## src/rtl/hit_merge_pkg.sv

```systemverilog
// Shared types, default geometry and lane ids for the two-lane hit merger.
package hit_merge_pkg;

   // Default hit geometry; the top-level parameters default to these.
   localparam int unsigned HM_SIGFIG = 24;
   localparam int unsigned HM_AXIS   = 3;
   localparam int unsigned HM_COLORS = 3;
   localparam int unsigned HM_DEPTH  = 8;
   localparam int unsigned HM_SKID   = 5;

   // Lane ids as seen by the round-robin pointer.
   localparam logic LANE0 = 1'b0;
   localparam logic LANE1 = 1'b1;

   // One hit: signed position followed by unsigned color, position in the MSBs.
   typedef struct packed {
      logic signed [HM_AXIS-1:0][HM_SIGFIG-1:0] pos;
      logic        [HM_COLORS-1:0][HM_SIGFIG-1:0] color;
   } hit_t;

   // True when fewer than skid free slots would remain with cnt entries occupied.
   function automatic logic halt_needed(input int unsigned depth,
                                        input int unsigned skid,
                                        input int unsigned cnt);
      return (depth - cnt) < skid;
   endfunction

endpackage

```

## src/rtl/hit_merge_fifo.sv

```systemverilog
// Per-lane hit FIFO: extra-MSB pointers, combinational read of the head entry.
module hit_fifo #(
   parameter int unsigned DEPTH = 8,
   parameter int unsigned WIDTH = 144
) (
   input  logic                     clk,
   input  logic                     rst,
   input  logic                     push,
   input  logic                     pop,
   input  logic [WIDTH-1:0]         din,
   output logic [WIDTH-1:0]         dout,
   output logic                     full,
   output logic                     empty,
   output logic [$clog2(DEPTH):0]   count
);

   localparam int unsigned AW = $clog2(DEPTH);

   logic [AW:0]      wptr_q, wptr_d;
   logic [AW:0]      rptr_q, rptr_d;
   logic [WIDTH-1:0] mem_q [DEPTH];
   logic             push_ok;
   logic             pop_ok;

   // Status flags, accepted handshakes and next pointers.
   always_comb begin
      empty   = (wptr_q == rptr_q);
      full    = (wptr_q[AW] != rptr_q[AW]) && (wptr_q[AW-1:0] == rptr_q[AW-1:0]);
      count   = wptr_q - rptr_q;
      pop_ok  = pop & ~empty;
      // A push into a full FIFO still lands when the head leaves this cycle.
      push_ok = push & (~full | pop_ok);
      wptr_d  = wptr_q + {{AW{1'b0}}, push_ok};
      rptr_d  = rptr_q + {{AW{1'b0}}, pop_ok};
      dout    = mem_q[rptr_q[AW-1:0]];
   end

   // Pointer registers; clearing them discards every buffered entry.
   always_ff @(posedge clk or negedge rst) begin
      if (!rst) begin
         wptr_q <= '0;
         rptr_q <= '0;
      end else begin
         wptr_q <= wptr_d;
         rptr_q <= rptr_d;
      end
   end

   // Storage array, written at the tail slot on an accepted push.
   always_ff @(posedge clk) begin
      if (push_ok) begin
         mem_q[wptr_q[AW-1:0]] <= din;
      end
   end

endmodule

```

## src/rtl/hit_merge.sv

```systemverilog
// Two-lane hit merger: per-lane FIFOs, round-robin arbitration into one
// registered ready/valid stream, skid-aware halt, sticky overflow, hit counter.
module hit_merge
   import hit_merge_pkg::*;
#(
   parameter int unsigned SIGFIG = HM_SIGFIG,
   parameter int unsigned AXIS   = HM_AXIS,
   parameter int unsigned COLORS = HM_COLORS,
   parameter int unsigned DEPTH  = HM_DEPTH,
   parameter int unsigned SKID   = HM_SKID
) (
   input  logic                               clk,
   input  logic                               rst,
   input  logic signed [AXIS-1:0][SIGFIG-1:0] hit_R18S,
   input  logic [COLORS-1:0][SIGFIG-1:0]      color_R18U,
   input  logic                               hit_valid_R18H,
   input  logic signed [AXIS-1:0][SIGFIG-1:0] hit_R18S_2,
   input  logic [COLORS-1:0][SIGFIG-1:0]      color_R18U_2,
   input  logic                               hit_valid_R18H_2,
   output logic                               halt_RnnnnL,
   output logic signed [AXIS-1:0][SIGFIG-1:0] hit_R19S,
   output logic [COLORS-1:0][SIGFIG-1:0]      color_R19U,
   output logic                               hit_valid_R19H,
   input  logic                               ready_R19H,
   output logic                               overflow_RnnnnH,
   output logic [31:0]                        hit_count_RnnnnU
);

   localparam int unsigned POS_W = SIGFIG * AXIS;
   localparam int unsigned COL_W = SIGFIG * COLORS;
   localparam int unsigned HIT_W = POS_W + COL_W;
   localparam int unsigned AW    = $clog2(DEPTH);

   logic [HIT_W-1:0] din0, din1, dout0, dout1;
   logic             full0, full1, empty0, empty1;
   logic [AW:0]      cnt0, cnt1;
   logic             pop0, pop1;
   logic             acc0, acc1;
   logic             drop0, drop1;
   logic             load;
   logic [31:0]      nc0, nc1;

   logic [HIT_W-1:0] out_q, out_d;
   logic             valid_q, valid_d;
   logic             rr_q, rr_d;
   logic             halt_q, halt_d;
   logic             ovf_q, ovf_d;
   logic [31:0]      cnt_q, cnt_d;

   assign din0 = {hit_R18S, color_R18U};
   assign din1 = {hit_R18S_2, color_R18U_2};

   hit_fifo #(
      .DEPTH (DEPTH),
      .WIDTH (HIT_W)
   ) u_fifo0 (
      .clk   (clk),
      .rst   (rst),
      .push  (hit_valid_R18H),
      .pop   (pop0),
      .din   (din0),
      .dout  (dout0),
      .full  (full0),
      .empty (empty0),
      .count (cnt0)
   );

   hit_fifo #(
      .DEPTH (DEPTH),
      .WIDTH (HIT_W)
   ) u_fifo1 (
      .clk   (clk),
      .rst   (rst),
      .push  (hit_valid_R18H_2),
      .pop   (pop1),
      .din   (din1),
      .dout  (dout1),
      .full  (full1),
      .empty (empty1),
      .count (cnt1)
   );

   // Arbitration, output-register load, and the next halt/overflow/count state.
   always_comb begin
      load  = ~valid_q | ready_R19H;
      pop0  = load & ~empty0 & (empty1 | (rr_q == LANE0));
      pop1  = load & ~empty1 & (empty0 | (rr_q == LANE1));

      acc0  = hit_valid_R18H   & (~full0 | pop0);
      acc1  = hit_valid_R18H_2 & (~full1 | pop1);
      drop0 = hit_valid_R18H   & full0 & ~pop0;
      drop1 = hit_valid_R18H_2 & full1 & ~pop1;

      rr_d = rr_q;
      if (load && !empty0 && !empty1) begin
         rr_d = ~rr_q;
      end

      out_d   = out_q;
      valid_d = valid_q;
      if (load) begin
         valid_d = ~empty0 | ~empty1;
         if (pop1) begin
            out_d = dout1;
         end else if (pop0) begin
            out_d = dout0;
         end
      end

      nc0    = 32'(cnt0) + 32'(acc0) - 32'(pop0);
      nc1    = 32'(cnt1) + 32'(acc1) - 32'(pop1);
      halt_d = ~(halt_needed(DEPTH, SKID, nc0) | halt_needed(DEPTH, SKID, nc1));

      ovf_d = ovf_q | drop0 | drop1;
      cnt_d = cnt_q + {31'd0, valid_q & ready_R19H};
   end

   // Merged-stream and status registers.
   always_ff @(posedge clk or negedge rst) begin
      if (!rst) begin
         out_q   <= '0;
         valid_q <= 1'b0;
         rr_q    <= LANE0;
         halt_q  <= 1'b1;
         ovf_q   <= 1'b0;
         cnt_q   <= '0;
      end else begin
         out_q   <= out_d;
         valid_q <= valid_d;
         rr_q    <= rr_d;
         halt_q  <= halt_d;
         ovf_q   <= ovf_d;
         cnt_q   <= cnt_d;
      end
   end

   assign hit_R19S         = out_q[HIT_W-1:COL_W];
   assign color_R19U       = out_q[COL_W-1:0];
   assign hit_valid_R19H   = valid_q;
   assign halt_RnnnnL      = halt_q;
   assign overflow_RnnnnH  = ovf_q;
   assign hit_count_RnnnnU = cnt_q;

endmodule

```

## config.mk

```make
export PLATFORM = sky130hd
export DESIGN_NAME = hit_merge
export DESIGN_NICKNAME = d
export VERILOG_FILES = /design/src/rtl/hit_merge_pkg.sv /design/src/rtl/hit_merge_fifo.sv /design/src/rtl/hit_merge.sv
export SDC_FILE = /design/constraint.sdc
export NUM_CORES = 2
export LEC_CHECK = 0
export CAP_MARGIN = 20
export CORE_MARGIN = 3
export CORE_UTILIZATION = 35
export DETAILED_ROUTE_END_ITERATION = 12
export PLACE_DENSITY = 0.58
export SYNTH_ARGS = -nofsm -noshare
export SYNTH_HDL_FRONTEND = slang
export SYNTH_HIERARCHICAL = 1
export SYNTH_SLANG_ARGS = --single-unit
```

## constraint.sdc

```tcl
create_clock -name clk -period 31.2 [get_ports clk]
set_clock_uncertainty 0.05 [all_clocks]
set_input_delay 3.12 -clock clk [delete_from_list [all_inputs] [get_ports clk]]
set_output_delay 3.12 -clock clk [all_outputs]
set_load 0.005 [all_outputs]
```

==> impl_metrics.env <==
export IMPL_cp_max_fo=34
export IMPL_grt_overflow_total=0
export IMPL_die_area_mm2=0.281
export IMPL_final_util_pct=41.9
export IMPL_synthCells=4851
export IMPL_synth_top_family_by_area="multiplexers"
export IMPL_start_kind="input port"
export IMPL_hold_path_depth=2
export IMPL_cts_sinks=2500
export IMPL_hold_path_end="out_q[142]"
export IMPL_grt_use_total_pct=17.1
export IMPL_cp_required_ns=31.90
export IMPL_slew_violations=0
export IMPL_grt_pass1_wl_mm=352
export IMPL_p_leak_nw=38.1
export IMPL_ant_nets=0
export IMPL_power_switching_w=0.00351
export IMPL_power_density_mw_per_mm2=97.8
export IMPL_drive_gt1_share_pct=19.7
export IMPL_layout_nets=5787
export IMPL_reg2reg_to="halt_RnnnnL"
export IMPL_synth_compound_area_share_pct=0.882
export IMPL_clock_latency_ns=0.87
export IMPL_crit_type="in2reg"
export IMPL_relSlewSlack_pct=16.6
export IMPL_wl_met3_mm=17.2
export IMPL_clock_path_buffers=4
export IMPL_reg2reg_depth=17
export IMPL_min_delay_path_class="reg2reg"
export IMPL_ys_top_cells_by_area="edfxtp_1 72%, mux4_2 13%, dfrtp_1 5.1%"
export IMPL_fin_setup_tns_ns=0
export IMPL_power_internal_w=0.00766
export IMPL_synth_fa_ha_area_share_pct=0.447
export IMPL_synth_seq_cells=2500
export IMPL_root_buffer="clkbuf_16"
export IMPL_wl_met1_mm=103
export IMPL_status="finished, final reports clean"
export IMPL_ys_types=52
export IMPL_min_period_ns=6.69
export IMPL_clockPowerShare_pct=29.1
export IMPL_ys_flop_type="edfxtp_1"
export IMPL_cts_resized=0
export IMPL_async_reset_ff_share_pct=7.84
export IMPL_synth_xor_area_share_pct=0.437
export IMPL_yosys_top_cells_count="2304 x edfxtp_1, 1025 x nand2_1, 576 x mux4_2"
export IMPL_netlist_top_cell_by_area="edfxtp_1"
export IMPL_rsz0062_at_grt="false"
export IMPL_drv_cap=0
export IMPL_power_share_sequential_pct=40.8
export IMPL_max_clock_freq_mhz=150
export IMPL_start_util_pct=35.4
export IMPL_yosys_warnings=6
export IMPL_die_y_um=530
export IMPL_syn_nets=5176
export IMPL_synthSimpleGateAreaFrac_pct=4.63
export IMPL_yosys_cell_count_top_type="edfxtp_1"
export IMPL_met2_length_mm=118
export IMPL_grt_max_degree=129
export IMPL_core_mm2=0.272
export IMPL_final_cells=9272
export IMPL_drt_iter0_drc=4072
export IMPL_ios=472
export IMPL_comb_power_share_pct=30.1
export IMPL_syn_area_mm2=0.0962
export IMPL_hold_viol=0
export IMPL_tightest_slew_ns=1.25
export IMPL_place_congestion=0.767
export IMPL_area_growth_pct=18.6
export IMPL_ys_seq_area_share_pct=77.0
export IMPL_cp_end_kind="flop"
export IMPL_dr_pass1_iters=7
export IMPL_place_hpwl_mm=148
export IMPL_peakVddDrop_uv=68.6
export IMPL_synth_top_area_share_pct=71.9
export IMPL_wire_per_inst_um=26.2
export IMPL_wl_mm=243
export IMPL_place_inst=8746
export IMPL_synth_edff_count=2304
export IMPL_setup_viol=0
export IMPL_r2r_start="u_fifo0/rptr_q[1]"
export IMPL_fp_row_count=191
export IMPL_crit_arrival_ns=7.38
export IMPL_yosys_mux_area_fraction_pct=15.0
export IMPL_cts_tree="yes"
export IMPL_avgSynthCellArea_um2=19.8
export IMPL_cts_buffers=280
export IMPL_grt_pass1_vias=48600
export IMPL_path_clk_slew_ns=0.06
export IMPL_drc=0
export IMPL_ctsHoldBuffers=0
export IMPL_swShare_pct=31.4
export IMPL_rrSetupSlack_ns=25.10
export IMPL_fin_crit_sh_pct=21.4
export IMPL_total_power_w=0.0112
export IMPL_top_layer="met5"
export IMPL_h_tree_depth=5
export IMPL_vias=47500
export IMPL_antenna_found_initial=104
export IMPL_die_w_um=530
export IMPL_numPortBuffers=471
export IMPL_routed_via_density=5.12
export IMPL_post_cts_buffers=0
export IMPL_hold_start="out_q[142]"
layer usage:
| metal | vias up | GRT usage, % |
|---|---|---|
| li1 | 20400 | - |
| met1 | 25100 | 23.4 |
| met2 | 1497 | 27.8 |
| met3 | 433 | 4.05 |
| met4 | 60 | 3.83 |
| met5 | - | 0 |
power by group through the flow:
stage                     Clock (W)  Sequential [W]  Combinational, W
after CTS                   0.00333         0.00457           0.00346
after floorplan                   0         0.00468           0.00231
after detailed placement          0         0.00463           0.00345
after global routing        0.00347         0.00461           0.00367
after global placement            0         0.00460           0.00342
final                       0.00325         0.00455           0.00336
placed cells by master, fill, tap and decap left out, drive strengths merged, types with 12 or more instances in the layout:
| cell | instances |
|---|---|
| edfxtp | 2304 |
| inv | 38 |
| nand3 | 21 |
| bufinv | 25 |
| diode | 22 |
| dfrtp | 195 |
| nand2 | 1025 |
| clkbuf | 365 |
| clkinv | 90 |
| clkdlybuf4s50 | 470 |
| mux4 | 576 |
| buf | 102 |
| xnor2 | 38 |
| mux2i | 146 |
| ha | 28 |
| nand4 | 12 |
| o21ai | 146 |
area by class of cell:
type / instances / area (µm²)
fill: 23800 / 158000
sequential: 2500 / 74100
multi-input combinational: 2082 / 20700
timing repair buffer: 572 / 5590
antenna: 22 / 55.1
tap: 3570 / 4470
inverter: 26 / 108
clock inverter: 135 / 1530
clock buffer: 365 / 7570
flip-flops by register name (all words and copies together) (netlist names), 4 cells and up:
name	flops
u_fifo1/wptr_q	4
u_fifo0/wptr_q	4
u_fifo0/rptr_q	4
u_fifo0/mem_q	1152
out_q	144
u_fifo1/rptr_q	4
u_fifo1/mem_q	1152
hit_count_RnnnnU	32
per-stage QoR:
| stage | setup WS, ns | hold slack (ns) | instance area [µm²] |
|---|---|---|---|
| floorplan | 11.59 | 0.415 | 96200 |
| global placement | 23.25 | 0.414 | 105000 |
| detailed placement | 23.31 | 0.427 | 105000 |
| CTS | 24.22 | 0.440 | 114000 |
| global route | 24.29 | 0.448 | 114000 |
| finish | 24.51 | 0.434 | 114000 |
worst max-delay path by stage:
stage / start / end / slack [ns] / cells after the start
2_1_floorplan: ready_R19H / u_fifo1/mem_q[4][0] / 11.59 / 6
3_3_place_gp: ready_R19H / halt_RnnnnL / 23.25 / 14
3_5_place_dp: ready_R19H / halt_RnnnnL / 23.31 / 14
4_1_cts: ready_R19H / halt_RnnnnL / 24.22 / 14
5_1_grt: ready_R19H / halt_RnnnnL / 24.29 / 15
6_report: ready_R19H / halt_RnnnnL / 24.51 / 15
cells by family after synthesis:
| kind of cell | Yosys count |
|---|---|
| buffers and inverters | 269 |
| XOR/XNOR | 48 |
| flip-flops | 2500 |
| multiplexers | 724 |
| AO/OA/AOI/OAI | 163 |
| adder cells (fa/ha/maj) | 32 |
| AND/OR/NAND/NOR | 1115 |
critical path: stages:
cell and delay (ns):
clkdlybuf4s50_1 0.52, nor2b_4 0.07, nor3_4 0.14, buf_4 0.52, buf_4 0.48, buf_16 0.31
o21ai_0 0.13, ha_1 0.29, inv_1 0.04, ha_1 0.21, fa_1 0.50, or3b_2 0.44
mux2_2 0.27, o22ai_1 0.16, a32oi_1 0.07
No activity file was read; power rests on OpenSTA's default activity.
